==> src/rtl/uart_calc_client.sv <==
// uart_calc_client: host-side initiator for the UART calculator protocol.
// Sends A, B and OP as twelve 8N1 bytes, then collects a 4-byte result.
module uart_calc_client #(
    parameter int CYCLES_PER_BIT = 104,
    parameter int TIMEOUT_CYCLES = 65536
) (
    input  logic        clk,
    input  logic        rst,
    input  logic        start,
    input  logic [31:0] a,
    input  logic [31:0] b,
    input  logic [3:0]  op,
    input  logic        rx,
    output logic        tx,
    output logic        busy,
    output logic [31:0] result,
    output logic        result_valid,
    output logic        timeout,
    output logic        frame_err
);
    localparam int CW = $clog2(CYCLES_PER_BIT);
    localparam int TW = $clog2(TIMEOUT_CYCLES + 1);
    localparam logic [CW-1:0] BIT_LAST = CW'(CYCLES_PER_BIT - 1);
    localparam logic [CW-1:0] HALF_LAST = CW'(CYCLES_PER_BIT / 2 - 1);
    localparam logic [TW-1:0] TO_LAST = TW'(TIMEOUT_CYCLES - 1);

    localparam logic [1:0] S_IDLE = 2'd0;
    localparam logic [1:0] S_SEND = 2'd1;
    localparam logic [1:0] S_RECV = 2'd2;
    localparam logic [1:0] S_DONE = 2'd3;

    logic [1:0]    state_q, state_d;
    logic [67:0]   words_q, words_d;
    logic [3:0]    idx_q, idx_d;
    logic [3:0]    tbit_q, tbit_d;
    logic [CW-1:0] tcyc_q, tcyc_d;
    logic          tx_q, tx_d;
    logic          s1_q, s2_q, prev_q;
    logic          ract_q, ract_d;
    logic [3:0]    rbit_q, rbit_d;
    logic [CW-1:0] rcyc_q, rcyc_d;
    logic [7:0]    rsh_q, rsh_d;
    logic [1:0]    rcnt_q, rcnt_d;
    logic [31:0]   shadow_q, shadow_d;
    logic [TW-1:0] to_q, to_d;
    logic [31:0]   result_q, result_d;
    logic          rv_q, rv_d;
    logic          tmo_q, tmo_d;
    logic          fe_q, fe_d;

    logic [95:0]   wire_w;
    logic [7:0]    tx_byte;
    logic          rx_fall;
    logic [CW-1:0] rx_last;

    // Bytes 9..11 are the zero upper bytes of the OP word.
    assign wire_w  = {28'b0, words_q};
    assign tx_byte = wire_w[{idx_q, 3'b000} +: 8];
    assign rx_fall = prev_q && !s2_q;
    assign rx_last = (rbit_q == 4'd0) ? HALF_LAST : BIT_LAST;

    always_comb begin
        state_d  = state_q;
        words_d  = words_q;
        idx_d    = idx_q;
        tbit_d   = tbit_q;
        tcyc_d   = tcyc_q;
        tx_d     = tx_q;
        ract_d   = ract_q;
        rbit_d   = rbit_q;
        rcyc_d   = rcyc_q;
        rsh_d    = rsh_q;
        rcnt_d   = rcnt_q;
        shadow_d = shadow_q;
        to_d     = to_q;
        result_d = result_q;
        rv_d     = 1'b0;
        tmo_d    = 1'b0;
        fe_d     = 1'b0;
        unique case (state_q)
            S_IDLE: begin
                if (start) begin
                    state_d = S_SEND;
                    words_d = {op, b, a};
                    idx_d   = 4'd0;
                    tbit_d  = 4'd0;
                    tcyc_d  = '0;
                    tx_d    = 1'b0;
                end
            end
            S_SEND: begin
                if (tcyc_q == BIT_LAST) begin
                    tcyc_d = '0;
                    if (tbit_q == 4'd9) begin
                        tbit_d = 4'd0;
                        if (idx_q == 4'd11) begin
                            state_d = S_RECV;
                            tx_d    = 1'b1;
                            to_d    = '0;
                            ract_d  = 1'b0;
                            rcnt_d  = 2'd0;
                        end else begin
                            idx_d = idx_q + 4'd1;
                            tx_d  = 1'b0;
                        end
                    end else begin
                        tbit_d = tbit_q + 4'd1;
                        tx_d   = (tbit_q == 4'd8) ? 1'b1
                                                  : tx_byte[tbit_q[2:0]];
                    end
                end else begin
                    tcyc_d = tcyc_q + 1'b1;
                end
            end
            S_RECV: begin
                if (!ract_q) begin
                    if (rx_fall) begin
                        ract_d = 1'b1;
                        rcyc_d = '0;
                        rbit_d = 4'd0;
                        to_d   = '0;
                    end else if (to_q == TO_LAST) begin
                        tmo_d   = 1'b1;
                        state_d = S_IDLE;
                    end else begin
                        to_d = to_q + TW'(1);
                    end
                end else if (rcyc_q == rx_last) begin
                    rcyc_d = '0;
                    rbit_d = rbit_q + 4'd1;
                    if (rbit_q == 4'd0) begin
                        // Line back high at the start check: a glitch.
                        if (s2_q) ract_d = 1'b0;
                    end else if (rbit_q == 4'd9) begin
                        ract_d = 1'b0;
                        if (!s2_q) begin
                            fe_d    = 1'b1;
                            state_d = S_IDLE;
                        end else begin
                            shadow_d = {rsh_q, shadow_q[31:8]};
                            rcnt_d   = rcnt_q + 2'd1;
                            if (rcnt_q == 2'd3) state_d = S_DONE;
                        end
                    end else begin
                        rsh_d = {s2_q, rsh_q[7:1]};
                    end
                end else begin
                    rcyc_d = rcyc_q + 1'b1;
                end
            end
            S_DONE: begin
                result_d = shadow_q;
                rv_d     = 1'b1;
                state_d  = S_IDLE;
            end
        endcase
    end

    always_ff @(posedge clk) begin
        if (rst) begin
            state_q  <= S_IDLE;
            words_q  <= '0;
            idx_q    <= '0;
            tbit_q   <= '0;
            tcyc_q   <= '0;
            tx_q     <= 1'b1;
            s1_q     <= 1'b1;
            s2_q     <= 1'b1;
            prev_q   <= 1'b1;
            ract_q   <= 1'b0;
            rbit_q   <= '0;
            rcyc_q   <= '0;
            rsh_q    <= '0;
            rcnt_q   <= '0;
            shadow_q <= '0;
            to_q     <= '0;
            result_q <= '0;
            rv_q     <= 1'b0;
            tmo_q    <= 1'b0;
            fe_q     <= 1'b0;
        end else begin
            state_q  <= state_d;
            words_q  <= words_d;
            idx_q    <= idx_d;
            tbit_q   <= tbit_d;
            tcyc_q   <= tcyc_d;
            tx_q     <= tx_d;
            s1_q     <= rx;
            s2_q     <= s1_q;
            prev_q   <= s2_q;
            ract_q   <= ract_d;
            rbit_q   <= rbit_d;
            rcyc_q   <= rcyc_d;
            rsh_q    <= rsh_d;
            rcnt_q   <= rcnt_d;
            shadow_q <= shadow_d;
            to_q     <= to_d;
            result_q <= result_d;
            rv_q     <= rv_d;
            tmo_q    <= tmo_d;
            fe_q     <= fe_d;
        end
    end

    assign tx           = tx_q;
    assign busy         = (state_q != S_IDLE);
    assign result       = result_q;
    assign result_valid = rv_q;
    assign timeout      = tmo_q;
    assign frame_err    = fe_q;
endmodule

==> config.mk <==
export PLATFORM = sky130hd
export DESIGN_NAME = uart_calc_client
export DESIGN_NICKNAME = d
export VERILOG_FILES = /design/src/rtl/uart_calc_client.sv
export SDC_FILE = /design/constraint.sdc
export NUM_CORES = 1
export LEC_CHECK = 0
export ABC_CLOCK_PERIOD_IN_PS = 4100
export BUFFER_PORTS_ARGS = -buffer_cell sky130_fd_sc_hd__buf_2
export CORE_AREA = 2 2 139 141
export CTS_CLUSTER_SIZE = 24
export DETAILED_ROUTE_END_ITERATION = 10
export DIE_AREA = 0 0 141 143
export GPL_TIMING_DRIVEN = 0
export PLACE_DENSITY = 0.65
export SYNTH_ARGS = -nofsm -noshare
export SYNTH_HDL_FRONTEND = slang
export SYNTH_SLANG_ARGS = --single-unit
==> constraint.sdc <==
create_clock -name clk -period 4.1 [get_ports clk]
set_input_delay 0.205 -clock clk [delete_from_list [all_inputs] [get_ports clk]]
set_output_delay 0.205 -clock clk [all_outputs]
set_load 0.01 [all_outputs]
==> metrics.md, run 1 <==
| Metric | Value |
|---|---|
| Min-Delay Path Depth | 3 |
| TritonCTS Buffers | 17 |
| WL per Instance | 15.0 µm |
| Net count after synthesis | 1,090 |
| Core Box Area | 18,600 µm² |
| Hold Buf Count CTS | 21 |
| Pin count of the biggest net entering global routing | 17 |
| # nets final | 1,239 |
| Number of synthesized flops with an enable pin | 0 |
| R2R setup slack | 1.31 ns |
| Drt via density | 5.18 |
| Max incr delay on CP | 0.42 ns |
| Drt total wl | 21,000 µm |
| FF+latch count, synth | 195 |
| Post-synth cell types | 60 |
| Max frequency | 0.358 GHz |
| WHS | 0.00680 ns |
| Register area share after synthesis | 47.1% |
| DRT Pass-1 Iters | 5 |
| P_leak | 0.00390 µW |
| Vias in the first global route | 6,975 |
| RR Endpoint | to_q[14] |
| Final period util | 68.0% |
| Overflow after GRT | 0 |
| CTS sink cnt | 195 |
| Worst Tran Pin Value | 0.801 ns |
| Final hold viol count | 0 |
| Post-cts gate resize count | 0 |
| Cells after Synth | 1,006 |
| Synthesis-to-layout area growth | 20.6% |
| Initial cell density of the core | 44.6% |
| Slew margin rel. | 46.6% |
| Htree depth | 4 |
| Status | finished clean |
| CP endpoint kind | flip-flop |
| Place WS | 1.33 ns |
| Crit path top cell by count | and4_1 |
| Mapped cell area | 8300 µm² |
| Ports | 109 |
| Worst Path Required | 4.47 ns |
| Multi-input gate area | 4040 µm² |
| Final core occ | 53.8% |
| Input/output buffers | 108 |
| Max-slew violations | 0 |
| Crit path time final | 2.79 ns |
| Setup CP Type | reg -> reg |
| Setup crit start kind | flip-flop |
| CP top delay family | simple AND/OR/NAND/NOR gates |
| Buffers & Inverters on Critical Path | 1 |
| DP Area | 9130 µm² |
| Antenna violations before repair | 0 |
| RePlAce Congestion | 0.888 |
| Synth Area per Inst | 8.25 µm² |
| FF/Latch Area | 3900 µm² |
| Final setup fails | 0 |
| Setup bufs post-CTS | 0 |
| Clk_lat worst skew | 0.44 ns |
| DRC Markers | 0 |
| Ys Warns | 0 |
| HP Start | a[10] |
| Final Instance Area | 10,000 µm² |
| Pwr dens | 484 nW/µm² |
| Sum of negative setup slack | 0 ns |
| Hold endpoint | words_q[10] |
| Clock transition at the registers of the reported paths | 0.07 ns |
| Worst-path maximum fanout | 10 |
| Worst path slowest cell | dfxtp_1 |
| Vias after detailed routing | 7,273 |
| Horiz. Die Dim | 141 µm |
| R2r worst-path depth | 11 |
| RSZ-0062 raised after global routing | false |
| Post-DP HPWL | 15,000 µm |
| CTS max path bufs | 2 |
| Peak supply drop | 0.000256 V |
| Layout cell share with drive strength beyond 1 | 15.8% |
| FF-to-FF Start | to_q[3] |
| DR iter-0 viols | 360 |
| First-pass GRT wire length | 34,100 µm |
| Final worst slack | 1.31 ns |
| Worst Clk Skew | 0.0108 ns |
| Synth async-reset ratio | 0% |
| Arr. time, crit path | 3.16 ns |
| CP startpoint | to_q[3] |
| Crit path depth | 11 |
| Max Cap Viol | 0 |
| Ys flop type | dfxtp_1 |
| Fill cells | 1,800 |
| Die Ht | 143 µm |
| Crit-path cells | and4_1, and4_1, and2_1, nand3_1, nor3_1, ha_1, a211o_1, a21oi_1, a21o_1, buf_4, nor2_1 |
| Root buffer cell | clkbuf_16 |
| Post-DRT Antenna Nets | 0 |
| Gr usage total | 21.2% |
| Die area | 20,200 µm² |
| Min-Delay Path Class | in -> reg |
| Site Rows | 50 |
| TritonCTS clock tree | done |
registers in the layout, indices dropped and copies added, names as in the netlist, 2 cells and up:
| signal | cells |
|---|---|
| idx_q | 4 |
| tcyc_q | 7 |
| rcnt_q | 2 |
| rcyc_q | 7 |
| tbit_q | 4 |
| result | 32 |
| rsh_q | 8 |
| to_q | 17 |
| state_q | 2 |
| shadow_q | 32 |
| rbit_q | 4 |
| words_q | 68 |
power by group:
part | internal [µW] | switching [µW] | total, µW
Sequential | 2020 | 77.1 | 2100
Clock | 1110 | 732 | 1840
Combinational | 339 | 568 | 907
worst min-delay path, cell delays in order:
cell and delay, ns:
buf_2 0.10, nand2_1 0.04, a21oi_1 0.05
stage by stage:
step / std cells / total power, µW
after floorplan: 1006 / 2750
after global placement: 1348 / 3010
after detailed placement: 1348 / 3030
after CTS: 1401 / 4860
after global routing: 1402 / 5060
final: 1403 / 4840
placed cells by master (no fill, tap or decap), types with 10 or more instances in the layout:
master / count
clkbuf_16: 17
xor2_1: 12
dlygate4sd3_1: 22
nand3_1: 14
inv_1: 10
mux2i_1: 12
a21oi_1: 167
dfxtp_1: 195
ha_1: 12
buf_2: 117
nand2_1: 298
nor3_1: 16
o21ai_0: 20
clkbuf_1: 43
nor2_1: 51
per-layer routing:
layer / vias to the layer above / part of all wire, % / GRT usage (%)
met5: - / 0 / 0
li1: 3718 / - / -
met4: 0 / 1.8 / 7.05
met2: 170 / 48 / 36.4
met1: 3360 / 45 / 26.7
met3: 25 / 4.5 / 4.56
cells by family (layout without fill, tap and decap cells):
logic type | count (synthesis) | count (layout) | share of synthesized area, %
AO/OA/AOI/OAI | 220 | 220 | 14.6
XOR/XNOR | 18 | 18 | 1.90
adder cells (fa/ha/maj) | 12 | 12 | 1.81
buffers and inverters | 74 | 236 | 4.27
flip-flops | 195 | 195 | 47.1
multiplexers | 33 | 33 | 6.15
other | 0 | 1 | 0
AND/OR/NAND/NOR | 454 | 454 | 24.3
synthesized netlist by cell type (4+ instances only):
master | n | area, µm²
mux2i_1 | 12 | 120
mux4_1 | 5 | 131
nand3_1 | 14 | 70.1
dfxtp_1 | 195 | 3900
and3_1 | 6 | 37.5
or3_1 | 6 | 37.5
clkbuf_1 | 40 | 150
buf_2 | 9 | 45.0
buf_1 | 6 | 22.5
inv_1 | 10 | 37.5
nor4_1 | 5 | 31.3
and2_1 | 8 | 50.1
xnor2_1 | 6 | 52.6
nand2b_1 | 6 | 37.5
buf_6 | 5 | 56.3
nand3b_1 | 9 | 67.6
nor3_1 | 16 | 80.1
mux4_2 | 7 | 158
a21o_1 | 5 | 37.5
mux2_2 | 9 | 101
nor2b_1 | 5 | 31.3
ha_1 | 12 | 150
nor2_1 | 51 | 191
xor2_1 | 12 | 105
o21ai_0 | 20 | 100
nand4_1 | 8 | 50.1
a21oi_1 | 167 | 836
or2_2 | 4 | 25.0
nand2_1 | 298 | 1120
o22ai_1 | 4 | 25.0
cell type report:
cell class	instances	share of cell area, %
Tap cell	234	2.93
Clock inverter	11	1.99
Multi-Input combinational cell	737	40.4
Sequential cell	195	39.0
Clock buffer	21	4.50
Timing Repair Buffer	130	7.61
Inverter	10	0.375
Buffer	64	3.17
Antenna cell	1	0.0250
how the worst max path moves through the flow:
stage / endpoint / slack (ns)
floorplan: to_q[3] / 1.71
finish: to_q[14] / 1.31
global placement: to_q[14] / 1.36
global route: to_q[14] / 1.03
detailed placement: to_q[15] / 1.33
CTS: to_q[14] / 1.28
Power figures use the tool's default switching activity.
==> inputs of run 2 (changes only) <==
--- a/config.mk
+++ b/config.mk
@@ -5,7 +5,7 @@
 export SDC_FILE = /design/constraint.sdc
 export NUM_CORES = 1
 export LEC_CHECK = 0
-export ABC_CLOCK_PERIOD_IN_PS = 4100
+export ABC_CLOCK_PERIOD_IN_PS = 2700
 export BUFFER_PORTS_ARGS = -buffer_cell sky130_fd_sc_hd__buf_2
 export CORE_AREA = 2 2 139 141
 export CTS_CLUSTER_SIZE = 24
==> constraint.sdc (replaced) <==
create_clock -name clk -period 2.7 [get_ports clk]
set_input_delay 0.135 -clock clk [delete_from_list [all_inputs] [get_ports clk]]
set_output_delay 0.135 -clock clk [all_outputs]
set_load 0.01 [all_outputs]
==> run 2 against run 1 <==
Fmax increased by 10%. Die area unchanged. Combinational power is 61% higher.
==> metrics.md, run 2 (synthesized netlist as in run 1, its figures left out) <==
| Metric | Value |
|---|---|
| Status | finished clean |
| Overflow after GRT | 0 (unchanged) |
| FF-to-FF Start | to_q[5] |
| Pwr dens | 705 nW/µm² (+46%) |
| Largest Register | words_q |
| Max frequency | 0.395 GHz (+10%) |
| HP Start | rst |
| Max incr delay on CP | 0.38 ns (-0.04 ns) |
| Drt total wl | 21,900 µm (+4.0%) |
| Worst Path Required | 3.03 ns (-1.44 ns) |
| Pin count of the biggest net entering global routing | 17 (unchanged) |
| CTS max path bufs | 2 (unchanged) |
| R2r worst-path depth | 12 (+1) |
| Power Total | 7440 µW (+54%) |
| Synthesis-to-layout area growth | 27.2% |
| RePlAce Congestion | 0.888 (unchanged) |
| CTS sink cnt | 195 (unchanged) |
| Max Cap Viol | 0 (unchanged) |
| Die Ht | 143 µm (unchanged) |
| Placed Cells | 1,348 (unchanged) |
| Drt via density | 5.19 (+0.11%) |
| Min-Delay Path Class | in -> reg |
| Worst path slowest cell | a211o_4 |
| Post-DRT Antenna Nets | 0 (unchanged) |
| Crit path top cell by count | nand3_1 |
| Crit path time final | 2.53 ns (-0.258 ns) |
| Clk_lat worst skew | 0.43 ns (about the same) |
| Die area | 20,200 µm² (unchanged) |
| Core Box Area | 18,600 µm² (unchanged) |
| DRC Markers | 0 (unchanged) |
| RR Endpoint | to_q[10] |
| Final period util | 93.8% (+26 points) |
| Crit-path cells | and4_4, and4_1, and2_1, nand3_1, nor3_2, ha_2, a211o_4, a211oi_4, buf_4, nand3_1, xor2_1, nor2_1 |
| Input/output buffers | 108 (unchanged) |
| Commonest non-fill, non-tap cell in the layout | nand2_1 |
| Final Instance Area | 10,500 µm² (+5.5%) |
| DRT Pass-1 Iters | 5 (unchanged) |
| Arr. time, crit path | 2.86 ns (-0.30 ns) |
| Site Rows | 50 (unchanged) |
| Root buffer cell | clkbuf_16 |
| Clock transition at the registers of the reported paths | 0.07 ns (about the same) |
| DP Area | 9130 µm² (unchanged) |
| Commonest non-fill, non-tap cells in the layout | nand2_1, dfxtp_1, a21oi_1 |
| Antenna violations before repair | 0 (unchanged) |
| # nets final | 1,289 (+4.0%) |
| Vias after detailed routing | 7,535 (+3.6%) |
| P_leak | 0.00412 µW (+5.5%) |
| Slew margin rel. | 47.1% (+0.56 points) |
| DR iter-0 viols | 379 (+5.3%) |
| Post-DP HPWL | 15,000 µm (unchanged) |
| Crit path depth | 12 (+1) |
| Min-Delay Path Depth | 3 (unchanged) |
| Final setup fails | 0 (unchanged) |
| WHS | 0.0725 ns (+0.0657 ns) |
| Setup CP Type | reg -> reg |
| RSZ-0062 raised after global routing | false |
| WL per Instance | 15.1 µm (+0.50%) |
| Max FFs per register | 68 (unchanged) |
| Max-slew violations | 0 (unchanged) |
| First-pass GRT wire length | 35,500 µm (+4.3%) |
| Initial cell density of the core | 44.6% (unchanged) |
| Worst Tran Pin Value | 0.793 ns (-0.00837 ns) |
| Final Non-Filler Cells | 1,452 (+3.5%) |
| Hold endpoint | to_q[7] |
| Worst-path maximum fanout | 5 (-5) |
| TritonCTS clock tree | done |
| Worst Clk Skew | 0.00896 ns (-0.00184 ns) |
| Setup crit start kind | flip-flop |
| Horiz. Die Dim | 141 µm (unchanged) |
| Gr usage total | 22.1% (+0.90 points) |
| Vias in the first global route | 7,331 (+5.1%) |
| TritonCTS Buffers | 17 (unchanged) |
| R2R setup slack | 0.17 ns (-1.14 ns) |
| CP endpoint kind | flip-flop |
| CP top delay family | simple AND/OR/NAND/NOR gates |
| Buffers & Inverters on Critical Path | 1 (unchanged) |
| Final hold viol count | 0 (unchanged) |
| Htree depth | 4 (unchanged) |
| Ports | 109 (unchanged) |
| Layout cell share with drive strength beyond 1 | 15.8% (+0.092 points) |
| Peak supply drop | 0.000385 V (+50%) |
| Diodes inserted | 0 (-1) |
## run 2: cell count changes in the layout (fill, tap and decap cells not counted), moves of 2 or more
cell | previous run | this run
a211oi_2 | 2 | 0
dlygate4sd3_1 | 22 | 69
a211oi_4 | 0 | 2
buf_4 | 3 | 6
## run 2: worst reg2reg max path: cells and delay by family (launching register included)
kind / cells / cell delay (ns)
adder cells (fa/ha/maj): 1 / 0.20
XOR/XNOR: 1 / 0.16
flip-flops: 1 / 0.35
AO/OA/AOI/OAI: 2 / 0.64
AND/OR/NAND/NOR: 7 / 0.90
buffers and inverters: 1 / 0.18
## run 2: power breakdown
group | internal (µW) | total (µW) | switching, µW
Sequential | 3070 | 3190 | 118
Clock | 1680 | 2780 | 1110
Combinational | 571 | 1460 | 894
Total | 5320 | 7440 | 2120
## run 2: area by class of cell
cell class	count	area [µm²]
clock inverter	11	199
multi-input combinational	737	4090
inverter	10	37.5
fill	1725	8030
buffer	64	317
sequential	195	3910
timing repair buffer	180	1250
tap	234	293
clock buffer	21	450
## run 2: worst max-delay path by stage
| stage | start | end | slack (ns) |
|---|---|---|---|
| finish | to_q[5] | to_q[10] | 0.17 |
| global route | to_q[5] | to_q[15] | 0.02 |
| CTS | to_q[5] | to_q[10] | 0.03 |
| detailed placement | to_q[3] | to_q[15] | -0.07 |
| global placement | to_q[5] | to_q[14] | -0.04 |
| floorplan | to_q[5] | to_q[3] | 0.31 |
## run 2: routing by layer
metal  track usage [%]  routed length [µm]  share of wire, %
met1              27.3                9630                44
met2              38.6               10700                49
met3              4.73                1040               4.8
met4              7.53                 459               2.1
met5                 0                   0                 0
## run 2: metrics by stage
step	utilization, %	setup TNS [ns]	setup WS, ns
global route	56.8	0	0.0186
detailed placement	49.1	-0.659	-0.0699
finish	56.8	0	0.169
global placement	49.1	-0.318	-0.0362
CTS	56.5	0	0.0263
floorplan	-	0	0.311
## run 2: what timing repair did
item	in CTS	in global routing
resized for setup	5	6
buffers inserted	0	3
pin swaps	0	6
hold endpoints to repair	69	0
hold buffers	69	0
setup endpoints to repair	11	14
==> inputs of run 3 (changes only) <==
--- a/config.mk
+++ b/config.mk
@@ -7,11 +7,13 @@
 export LEC_CHECK = 0
 export ABC_CLOCK_PERIOD_IN_PS = 2700
 export BUFFER_PORTS_ARGS = -buffer_cell sky130_fd_sc_hd__buf_2
+export CAP_MARGIN = 10
 export CORE_AREA = 2 2 139 141
 export CTS_CLUSTER_SIZE = 24
 export DETAILED_ROUTE_END_ITERATION = 10
 export DIE_AREA = 0 0 141 143
 export GPL_TIMING_DRIVEN = 0
+export HOLD_SLACK_MARGIN = 0.08
 export PLACE_DENSITY = 0.65
 export SYNTH_ARGS = -nofsm -noshare
 export SYNTH_HDL_FRONTEND = slang
==> run 3 against run 2 <==
Wire length barely moved. Register-to-register slack barely moved. First-iteration DRC count rose by 9.2%. Core utilization rose by 0.054 points. Global-route usage barely moved. Via count rose by 0.29%. Fmax barely moved. Sequential cell count did not move. Final cell count barely moved. Setup slack improved by 0.00068 ns. Critical endpoint is now to_q[15].
==> metrics.md, run 3 (synthesized netlist as in run 1, its figures left out) <==
| Metric | Value |
|---|---|
| Antenna violations before repair | 0 (unchanged) |
| FF-to-FF Start | to_q[5] |
| Pwr dens | 705 nW/µm² (about the same) |
| Worst Path Required | 3.03 ns (about the same) |
| Arr. time, crit path | 2.86 ns (about the same) |
| Crit path time final | 2.53 ns (-0.000675 ns) |
| Max frequency | 0.395 GHz (about the same) |
| Multi-input gate area | 4090 µm² (unchanged) |
| P_leak | 0.00412 µW (+0.10%) |
| RSZ-0062 raised after global routing | false |
| Worst Clk Skew | 0.00917 ns (+0.000211 ns) |
| CTS max path bufs | 2 (unchanged) |
| Initial cell density of the core | 44.6% (unchanged) |
| Status | finished clean |
| Peak supply drop | 0.000387 V (+0.49%) |
| Final period util | 93.7% (about the same) |
| WL per Instance | 15.0 µm (-0.11%) |
| Die Ht | 143 µm (unchanged) |
| Fill cells | 1,726 (+0.058%) |
| Diodes inserted | 0 (unchanged) |
| Sw Share | 28.5% (+0.056 points) |
| Vias after detailed routing | 7,557 (+0.29%) |
| Drt via density | 5.20 (+0.22%) |
| Reg power frac | 42.8% (about the same) |
| Site Rows | 50 (unchanged) |
| Layout cell share with drive strength beyond 1 | 15.8% (about the same) |
| Clock power share | 37.5% (about the same) |
| Internal Power | 5320 µW (about the same) |
| Max Cap Viol | 0 (unchanged) |
| Setup CP Type | reg -> reg |
| Die area | 20,200 µm² (unchanged) |
| CP endpoint kind | flip-flop |
| TritonCTS Buffers | 17 (unchanged) |
| Place WS | -0.0699 ns (unchanged) |
| Slew margin rel. | 47.2% (+0.049 points) |
| HP Start | start |
| CTS sink cnt | 195 (unchanged) |
| First-pass GRT wire length | 35,600 µm (about the same) |
| Htree depth | 4 (unchanged) |
| Clock transition at the registers of the reported paths | 0.07 ns (about the same) |
| Gr usage total | 22.2% (about the same) |
| Ports | 109 (unchanged) |
| FF/Latch Area | 3910 µm² (unchanged) |
| Synthesis-to-layout area growth | 27.3% (about the same) |
| Post-DRT Antenna Nets | 0 (unchanged) |
| CP startpoint | to_q[5] |
| Clk_lat worst skew | 0.43 ns (about the same) |
| Largest Register | words_q |
| Max-slew violations | 0 (unchanged) |
| DRC Markers | 0 (unchanged) |
| Setup crit start kind | flip-flop |
| Commonest non-fill, non-tap cells in the layout | nand2_1, dfxtp_1, a21oi_1 |
| Commonest non-fill, non-tap cell in the layout | nand2_1 |
| Vias in the first global route | 7,340 (+0.12%) |
| Input/output buffers | 108 (unchanged) |
| Root buffer cell | clkbuf_16 |
| Post-DP HPWL | 15,000 µm (unchanged) |
| Worst-path maximum fanout | 6 (+1) |
| Min-Delay Path Class | in -> reg |
| Final worst slack | 0.169 ns (+0.000675 ns) |
| Drt total wl | 21,900 µm (about the same) |
| TritonCTS clock tree | done |
| WHS | 0.252 ns (+0.180 ns) |
| DRT Pass-1 Iters | 5 (unchanged) |
| Pin count of the biggest net entering global routing | 17 (unchanged) |
| Worst Tran Pin Value | 0.792 ns (-0.000740 ns) |
| Max FFs per register | 68 (unchanged) |
| RePlAce Congestion | 0.888 (unchanged) |
| Overflow after GRT | 0 (unchanged) |
| Horiz. Die Dim | 141 µm (unchanged) |
| Comb pwr share | 19.7% (about the same) |
| Core Box Area | 18,600 µm² (unchanged) |
| Final hold viol count | 0 (unchanged) |
| DR iter-0 viols | 414 (+9.2%) |
| Sw Pwr | 2120 µW (+0.29%) |
| # nets final | 1,290 (+0.078%) |
| Final setup fails | 0 (unchanged) |
==> run 3: through the flow <==
step / setup TNS, ns / instances / utilization, % / cell area, µm² / total power (µW)
after floorplan: 0 / 1006 / - / 8300 / 4170
after global placement: -0.318 / 1348 / 49.1 / 9130 / 4580
after detailed placement: -0.659 / 1348 / 49.1 / 9130 / 4600
after CTS: 0 / 1450 / 56.6 / 10500 / 7450
after global routing: 0 / 1453 / 56.8 / 10600 / 7770
final: 0 / 1453 / 56.8 / 10600 / 7440
==> run 3: critical path, cell delays in order (launching register included) <==
cell      delay [ns]
dfxtp_1         0.35
and4_4          0.21
and4_1          0.22
and2_1          0.17
nand3_1         0.09
nor3_2          0.05
ha_2            0.20
a211o_4         0.38
a211oi_4        0.34
nand4_1         0.17
xor2_1          0.18
nor2_1          0.05
==> run 3: path summary, 6_finish.rpt <==
kind	slack (ns)	cells past startpoint	endpoint
max	0.17	11	to_q[15]
min	0.25	4	tcyc_q[6]
max reg2reg	0.17	11	to_q[15]
min reg2reg	0.43	1	s2_q
==> run 3: power by group through the flow <==
stage	Sequential, µW	Clock [µW]	Combinational, µW
after floorplan	3210	0	961
final	3190	2790	1470
after global placement	3240	0	1330
after global routing	3210	2940	1630
after detailed placement	3250	0	1350
after CTS	3180	2820	1450
==> run 3: metal layers <==
layer	GRT usage, %	wire (µm)	up-vias	share of wire (%)
li1	-	-	3819	-
met1	27.3	9630	3509	44
met2	38.7	10800	199	49
met3	4.73	1000	30	4.6
met4	7.53	473	0	2.2
met5	0	0	-	0
==> run 3: final cells by class <==
cell class / instances / area share, %
Multi-Input combinational cell: 737 / 38.8
Clock buffer: 21 / 4.27
Clock inverter: 11 / 1.88
Sequential cell: 195 / 37.0
Inverter: 10 / 0.355
Buffer: 64 / 3.00
Tap cell: 234 / 2.77
Timing Repair Buffer: 181 / 12.0
==> run 3: what timing repair did <==
action / 4_1_cts / 5_1_grt
pin swaps: 0 / 6
hold buffers: 70 / 0
setup endpoints to repair: 11 / 14
endpoints found under the hold margin: 72 / 0
cloned: 0 / 0
gates resized for setup: 5 / 6
buffers inserted: 0 / 3
